==> src/rtl/mem_arb_pkg.sv <==
// Shared types and defaults for the two-port memory arbiter.
package mem_arb_pkg;

    localparam int ADDR_W_DEF       = 11;
    localparam int STARVE_LIMIT_DEF = 3;
    localparam int WORD_BYTES       = 4;

    typedef enum logic {
        PRI_LS = 1'b0,
        PRI_IF = 1'b1
    } pri_state_t;

    typedef enum logic {
        REQ_IF = 1'b0,
        REQ_LS = 1'b1
    } req_id_t;

    // Word alignment: low address bits inside a word must be zero.
    function automatic logic is_aligned(input logic [1:0] lsb);
        return (lsb & 2'(WORD_BYTES - 1)) == 2'b00;
    endfunction

endpackage

==> src/rtl/mem_arb_rsp_slot.sv <==
// One-entry response register: loads on an accepted access, clears on consume,
// and reloads when a consume and a new access coincide.
module mem_arb_rsp_slot (
    input  logic        clk,
    input  logic        rst,
    input  logic        i_load,
    input  logic        i_consume,
    input  logic [31:0] i_rdata,
    input  logic        i_err,
    output logic        o_valid,
    output logic [31:0] o_rdata,
    output logic        o_err
);

    logic        r_valid;
    logic [31:0] r_rdata;
    logic        r_err;

    // Response state; a load takes precedence over a consume.
    always_ff @(posedge clk or posedge rst) begin
        if (rst) begin
            r_valid <= 1'b0;
            r_rdata <= 32'h0000_0000;
            r_err   <= 1'b0;
        end else if (i_load) begin
            r_valid <= 1'b1;
            r_rdata <= i_rdata;
            r_err   <= i_err;
        end else if (r_valid && i_consume) begin
            r_valid <= 1'b0;
        end else begin
            r_valid <= r_valid;
        end
    end

    assign o_valid = r_valid;
    assign o_rdata = r_rdata;
    assign o_err   = r_err;

endmodule

==> src/rtl/mem_arbiter.sv <==
// Arbitrates the fetch and load/store ports onto a single-access memory,
// with starvation-protected priority and per-port registered responses.
module mem_arbiter
    import mem_arb_pkg::*;
#(
    parameter int ADDR_W       = ADDR_W_DEF,
    parameter int STARVE_LIMIT = STARVE_LIMIT_DEF
) (
    input  logic              clk,
    input  logic              rst,
    input  logic              if_req_valid,
    output logic              if_req_ready,
    input  logic [ADDR_W-1:0] if_req_addr,
    output logic              if_rsp_valid,
    input  logic              if_rsp_ready,
    output logic [31:0]       if_rsp_rdata,
    output logic              if_rsp_err,
    input  logic              ls_req_valid,
    output logic              ls_req_ready,
    input  logic [ADDR_W-1:0] ls_req_addr,
    input  logic              ls_req_we,
    input  logic [3:0]        ls_req_be,
    input  logic [31:0]       ls_req_wdata,
    output logic              ls_rsp_valid,
    input  logic              ls_rsp_ready,
    output logic [31:0]       ls_rsp_rdata,
    output logic              ls_rsp_err,
    output logic [ADDR_W-1:0] mem_addr,
    output logic              mem_we,
    output logic [3:0]        mem_be,
    output logic [31:0]       mem_wdata,
    input  logic [31:0]       mem_rdata
);

    localparam int CNT_W = $clog2(STARVE_LIMIT + 1);
    localparam logic [CNT_W-1:0] LIMIT_C = CNT_W'(STARVE_LIMIT);

    pri_state_t       r_pri;
    logic [CNT_W-1:0] r_starve_cnt;
    logic [CNT_W-1:0] w_cnt_nxt;

    logic w_if_elig, w_ls_elig;
    logic w_grant_if, w_grant_ls;
    logic w_if_aligned, w_ls_aligned;
    logic [31:0] w_if_rdata, w_ls_rdata;

    // A held response slot frees up in the same cycle it is consumed.
    assign w_if_elig = if_req_valid && (!if_rsp_valid || if_rsp_ready);
    assign w_ls_elig = ls_req_valid && (!ls_rsp_valid || ls_rsp_ready);

    assign w_grant_if = !rst && w_if_elig && ((r_pri == PRI_IF) || !w_ls_elig);
    assign w_grant_ls = !rst && w_ls_elig && ((r_pri == PRI_LS) || !w_if_elig);

    assign if_req_ready = w_grant_if;
    assign ls_req_ready = w_grant_ls;

    assign w_if_aligned = is_aligned(if_req_addr[1:0]);
    assign w_ls_aligned = is_aligned(ls_req_addr[1:0]);

    assign mem_addr  = w_grant_ls ? ls_req_addr : if_req_addr;
    assign mem_we    = w_grant_ls && ls_req_we && w_ls_aligned;
    assign mem_be    = w_grant_ls ? ls_req_be : 4'b0000;
    assign mem_wdata = w_grant_ls ? ls_req_wdata : 32'h0000_0000;

    assign w_if_rdata = w_if_aligned ? mem_rdata : 32'h0000_0000;
    assign w_ls_rdata = (w_ls_aligned && !ls_req_we) ? mem_rdata : 32'h0000_0000;

    // Next starvation count: cleared by an IF grant, saturating otherwise.
    always_comb begin
        w_cnt_nxt = r_starve_cnt;
        if (w_grant_if) begin
            w_cnt_nxt = '0;
        end else if (w_grant_ls && if_req_valid && (r_starve_cnt != LIMIT_C)) begin
            w_cnt_nxt = r_starve_cnt + {{(CNT_W-1){1'b0}}, 1'b1};
        end else begin
            w_cnt_nxt = r_starve_cnt;
        end
    end

    // Priority FSM; switching on the next count lets IF win right after the limit.
    always_ff @(posedge clk or posedge rst) begin
        if (rst) begin
            r_pri        <= PRI_LS;
            r_starve_cnt <= '0;
        end else begin
            r_starve_cnt <= w_cnt_nxt;
            case (r_pri)
                PRI_LS:  if (w_cnt_nxt == LIMIT_C) r_pri <= PRI_IF;
                PRI_IF:  if (w_grant_if) r_pri <= PRI_LS;
                default: r_pri <= PRI_LS;
            endcase
        end
    end

    mem_arb_rsp_slot u_if_slot (
        .clk       (clk),
        .rst       (rst),
        .i_load    (w_grant_if),
        .i_consume (if_rsp_ready),
        .i_rdata   (w_if_rdata),
        .i_err     (!w_if_aligned),
        .o_valid   (if_rsp_valid),
        .o_rdata   (if_rsp_rdata),
        .o_err     (if_rsp_err)
    );

    mem_arb_rsp_slot u_ls_slot (
        .clk       (clk),
        .rst       (rst),
        .i_load    (w_grant_ls),
        .i_consume (ls_rsp_ready),
        .i_rdata   (w_ls_rdata),
        .i_err     (!w_ls_aligned),
        .o_valid   (ls_rsp_valid),
        .o_rdata   (ls_rsp_rdata),
        .o_err     (ls_rsp_err)
    );

endmodule

==> config.mk <==
export PLATFORM = sky130hd
export DESIGN_NAME = mem_arbiter
export DESIGN_NICKNAME = d
export VERILOG_FILES = /design/src/rtl/mem_arb_pkg.sv /design/src/rtl/mem_arb_rsp_slot.sv /design/src/rtl/mem_arbiter.sv
export SDC_FILE = /design/constraint.sdc
export NUM_CORES = 1
export LEC_CHECK = 0
export BUFFER_PORTS_ARGS = -buffer_cell sky130_fd_sc_hd__buf_2
export CAP_MARGIN = 20
export CELL_PAD_IN_SITES_DETAIL_PLACEMENT = 0
export CELL_PAD_IN_SITES_GLOBAL_PLACEMENT = 2
export CORE_UTILIZATION = 27
export CTS_CLUSTER_SIZE = 40
export DETAILED_ROUTE_END_ITERATION = 8
export HOLD_SLACK_MARGIN = 0.15
export PLACE_DENSITY_LB_ADDON = 0.05
export SYNTH_ARGS = -nofsm -noshare
export SYNTH_HDL_FRONTEND = slang
export SYNTH_HIERARCHICAL = 1
export SYNTH_SLANG_ARGS = --single-unit
export TNS_END_PERCENT = 100
==> constraint.sdc <==
create_clock -name clk -period 2 [get_ports clk]
set_input_delay 0.2 -clock clk [delete_from_list [all_inputs] [get_ports clk]]
set_output_delay 0.2 -clock clk [all_outputs]
set_load 0.1 [all_outputs]
Word level (Yosys, flattened, before mapping)
Index checks and enable logic that the tools add are counted.

Multiplexer cells: 14. $add $sub $neg: 1. Eq/ne operators: 2. Bitwise gates (word level): 1. Reductions and logical operators: 29.

Operators with widths (number): 32-bit two-way mux (3); 1-bit logical AND (13); 11-bit two-way mux (1); 1-bit zero test (8); 1-bit two-way mux (6); 2-bit zero test (2); 1-bit logical OR (4); 2-bit two-way mux (2); 4-bit two-way mux (1); 2-bit nonzero test (2); 2-bit by 1-bit adder with 2-bit output (second input constant) (1); 2-bit == test (second input constant) (1); 2-bit inequality test (second input constant) (1); 1-bit one-hot mux with 2 select lines (1); 1-bit NOT (1).

Input port bits: 97. Output and inout port bits: 118. Flip-flop bits (word level): 71. Logic and storage cells: 55.

Longest topological paths before layout
Depth in word-level cells: 13. Mapped depth: 7. Depth with buffers taken out: 5.

Modules after synthesis
Netlist, hierarchy kept.

Modules (own cells, without submodules): mem_arb_rsp_slot (area an instance 1417.6 µm², seq. area each 850.8 µm², instances 2, cells each 74); mem_arbiter (area an instance 1076.0 µm², seq. area each 75.1 µm², instances 1, cells each 155).

Least setup slack after synthesis
Ideal clock, no wire load.

Path type: flip-flop to flip-flop. From: register u_ls_slot.r_valid (netlist: u_ls_slot/o_valid). To: register u_if_slot.r_err (netlist: u_if_slot/o_err). Arrival: 3382 ps. Clock period less this slack: 3509 ps. Library setup time: 126 ps. Stages on the path, launching flop included: 6. Required time: 1874 ps. Path slack: -1509 ps. Path buffers: 2. Cells stage by stage: dfrtp_1 nand2b_2 a311oi_2 buf_6 buf_12 mux2_4.

Cells in the longest elaborated chain, start to end: 6.

Ends and longest elaborated chain: from (decl) (RTL line mem_arb_rsp_slot.sv:15) `logic r_valid;`; from (signal assigned) (RTL line mem_arb_rsp_slot.sv:32) `r_valid <= r_valid;`; 1-bit zero test (RTL line mem_arbiter.sv:49) `assign w_ls_elig = ls_req_valid && (!ls_rsp_valid || ls_rsp_ready);`; 1-bit logical OR (RTL line mem_arbiter.sv:49); 1-bit logical AND (RTL line mem_arbiter.sv:49); 1-bit zero test (RTL line mem_arbiter.sv:51) `assign w_grant_if = !rst && w_if_elig && ((r_pri == PRI_IF) || !w_ls_elig);`; 1-bit logical OR (RTL line mem_arbiter.sv:51); 1-bit logical AND (RTL line mem_arbiter.sv:51); net if_req_ready (RTL line mem_arbiter.sv:12) `output logic if_req_ready,`; to (signal assigned) (RTL line mem_arb_rsp_slot.sv:28) `r_err <= i_err;`; to (decl) (RTL line mem_arb_rsp_slot.sv:17) `logic r_err;`.

The timed path passes the listed nets, and every way through them passes these cells. A chain may end at the register's enable or synchronous reset.

Worst setup path after layout
From: register u_ls_slot.r_valid (netlist: u_ls_slot/o_valid). To: output port mem_addr[5].

Cells in the longest elaborated chain, start to end: 6.

Ends and longest elaborated chain: 1-bit zero test (RTL line mem_arbiter.sv:49); 1-bit logical OR (RTL line mem_arbiter.sv:49); 1-bit logical AND (RTL line mem_arbiter.sv:49); 1-bit logical AND (2 in series) (RTL line mem_arbiter.sv:52) `assign w_grant_ls = !rst && w_ls_elig && ((r_pri == PRI_LS) || !w_if_elig);`; 11-bit two-way mux (RTL line mem_arbiter.sv:60) `assign mem_addr = w_grant_ls ? ls_req_addr : if_req_addr;`; to (decl) (RTL line mem_arbiter.sv:28) `output logic [ADDR_W-1:0] mem_addr,`.

No other way between the ends.

==> summary.md <==
| Metric | Value |
|---|---|
| Status | `finished, violations left` |
| Violated checks | `setup timing` |
| CTS Sinks | `71` |
| Core area | `14,000 um^2` |
| Layout Area Growth over Synthesis | `71.0%` |
| Worst-Margin Slew | `0.808 ns` |
| PortBufs | `214` |
| Top cell type's share of synthesized area | `0.454` |
| Synth area leader | `dfrtp_1` |
| Reg2Reg Depth | `6` |
| Top_reg_cell synth | `dfrtp_1` |
| Hold path depth | `3` |
| Row count | `43` |
| Comb pwr share | `0.507` |
| Synthesized area | `3910 um^2` |
| Cells after synthesis | `303` |
| H-tree depth | `3` |
| First-pass DRT Iterations | `4` |
| Sw frac | `0.460` |
| Drt total wl | `12,700 um` |
| Int Power | `3.69 mW` |
| Synth async-reset ratio | `1.00` |
| DP Area | `5930 um^2` |
| RSZ-0062 raised after global routing | `true` |
| Post-synth EDFFs | `0` |
| Non-filler cells, final | `732` |
| Via Count | `3,174` |
| WL/cell | `17.3 um` |
| Clk_lat worst skew | `0.33 ns` |
| Setup ws final | `-0.142 ns` |
| Die area | `15,000 um^2` |
| Placed insts | `692` |
| Initial cell density of the core | `0.280` |
| Initial DRC count | `52` |
| Highest clock rate | `0.467 GHz` |
| MaxCap Viol Count | `0` |
| Most common library cells after synthesis | `100 x and2_1, 71 x dfrtp_1, 58 x mux2_4` |
| Most common cell in the synthesized netlist | `and2_1` |
| Largest net degree at the start of global routing | `34` |
| Slew Limit Fails | `0` |
| Setup TNS | `-4.38 ns` |
| CP Capture Type | `output pin` |
| Dominant cells by area after synthesis | `dfrtp_1 45%, mux2_4 22%, and2_1 16%` |
| Syn_nets | `401` |
| Hold Violations, Final | `0` |
| Drc violations | `0` |
| Total grt overflow | `0` |
| Via density | `4.34` |
| Synthesized area per cell | `12.9 um^2` |
| Detailed Place HPWL | `9090 um` |
| FF+latch count, synth | `71` |
| Worst EP arrival | `1.94 ns` |
| Cell variety after synth | `28` |
| Peak supply drop | `0.000433 V` |
| Die Ht | `122 um` |
| Critical Path RT | `1.80 ns` |
| Clock buffer depth | `2` |
| CTS tree | `built` |
| Clock root buffer master | `clkbuf_16` |
| Die width | `122 um` |
| Worst Path Max Fanout | `4` |
| TritonCTS buffer count | `9` |
| Startpoint Class | `flip-flop` |
| Number of global-route vias before repair | `3,267` |
| Flop pwr share | `0.260` |
| Leak pwr | `3.49 nW` |
| Final setup viols | `49` |
| Synthesis Warnings | `6` |
| Crit path kind | `flip-flop to output pin` |
| First-pass GRT wire length | `18,900 um` |
| Slew margin rel. | `0.458` |
| Clock share of power | `0.233` |
| Clk_skew | `0.00504 ns` |
| Clock Pin Slew Worst Setup and Hold Paths | `0.05 ns` |
| Final instance area | `6690 um^2` |
| Sequential fraction of the synthesis area | `0.454` |
| Post-route clock period utilization | `1.07` |
| Tot GR Track Use | `0.171` |
| Sw Pwr | `3.14 mW` |
| IO Pins | `215` |
| Antenna violations before repair | `1` |
| Antenna-violating nets left | `0` |
| Share of layout cells above drive strength 1 | `0.702` |
| PwrDens | `1020 nW/um^2` |
| Final min period | `2.14 ns` |
| HP Class | `primary input to flip-flop` |
| Final net count | `645` |
| GP Congestion | `0.717` |
[repair_timing]
item	CTS	global route
endpoints found under the setup margin	50	51
setup buffers	17	2
pin swaps	5	14
cloned	4	1
hold buffers	4	0
gates resized for setup	50	3
endpoints found under the hold margin	38	0
[kinds of logic after synthesis]
group,synth area share
simple gates,0.182
mux,0.277
flops,0.454
buf+inv,0.0592
compound gates,0.0237
fa+ha+maj,0.00320
[layer usage]
layer  share of wire  global-route usage
met1            0.39               0.194
met2            0.51               0.297
met3           0.094              0.0553
met4           0.014              0.0640
met5               0                   0
[worst max-delay path: stages, from the launching register on]
cell	delay, ns
dfrtp_4	0.49
nand2b_4	0.09
nand3_4	0.07
a31oi_4	0.19
buf_4	0.17
buf_16	0.12
mux2_4	0.30
buf_6	0.19
[final cells by class]
type	instances	area, um^2
well taps	180	225
inverters	9	33.8
multi-input cells	204	2080
flip-flops and latches	71	1780
clock inverters	4	45.0
repair buffers	252	2260
fillers	1299	7300
clock buffers	11	253
diodes	1	2.50
[cell usage in the layout, fill, tap and decap left out, types with 2 or more instances in the layout]
cell type and count:
a21o_1 2, a21oi_1 2, and2_1 64, and2_4 36, buf_12 51, buf_16 4
buf_2 164, buf_4 20, buf_6 7, clkbuf_16 10, clkbuf_8 2, clkinv_1 2
clkinv_2 3, dfrtp_1 69, dfrtp_4 2, dlygate4sd3_1 4, inv_1 7, mux2_2 8
mux2_4 69, nand2b_4 2, nor2_1 2, nor2_2 2, o21ai_0 3
[registers in the layout, summed over array words and instances, names as in the netlist]
signal             cells
u_if_slot/o_rdata     32
u_ls_slot/o_rdata     32
r_starve_cnt           2
r_pri                  1
u_if_slot/o_err        1
u_if_slot/o_valid      1
u_ls_slot/o_err        1
u_ls_slot/o_valid      1
[power by group through the flow]
stage	logic (mW)	registers, mW	clock network (mW)
after floorplan	1.27	3.11	0
after global placement	3.27	1.79	0
after detailed placement	3.27	1.80	0
after CTS	3.48	1.78	1.65
after global routing	3.58	1.81	1.72
final	3.47	1.78	1.59
[through the flow]
stage	worst slack [ns]	hold slack, ns	total power [mW]	util
2_1_floorplan	-0.681	-0.0253	4.38	-
3_3_place_gp	0.0752	0.148	5.06	0.424
3_5_place_dp	0.0496	0.156	5.07	0.424
4_1_cts	-0.157	0.204	6.92	0.477
5_1_grt	-0.215	0.217	7.11	0.478
6_report	-0.142	0.221	6.84	0.478
[path summary, 6_finish.rpt]
path,startpoint,endpoint,slack [ns]
worst max-delay path,u_ls_slot/o_valid$_DFFE_PP0P_,mem_addr[5],-0.14
worst min-delay path,mem_rdata[31],u_ls_slot/o_rdata[31]$_DFFE_PP0P_,0.22
worst max register to register,u_if_slot/o_valid$_DFFE_PP0P_,u_if_slot/o_rdata[8]$_DFFE_PP0P_,0.06
worst min register to register,u_if_slot/o_rdata[30]$_DFFE_PP0P_,u_if_slot/o_rdata[30]$_DFFE_PP0P_,0.50
max in group asynchronous,rst,u_if_slot/o_rdata[21]$_DFFE_PP0P_,0.82
min in group asynchronous,rst,r_starve_cnt[0]$_DFF_PP0_,0.43
No activity file was read; power rests on OpenSTA's default activity.
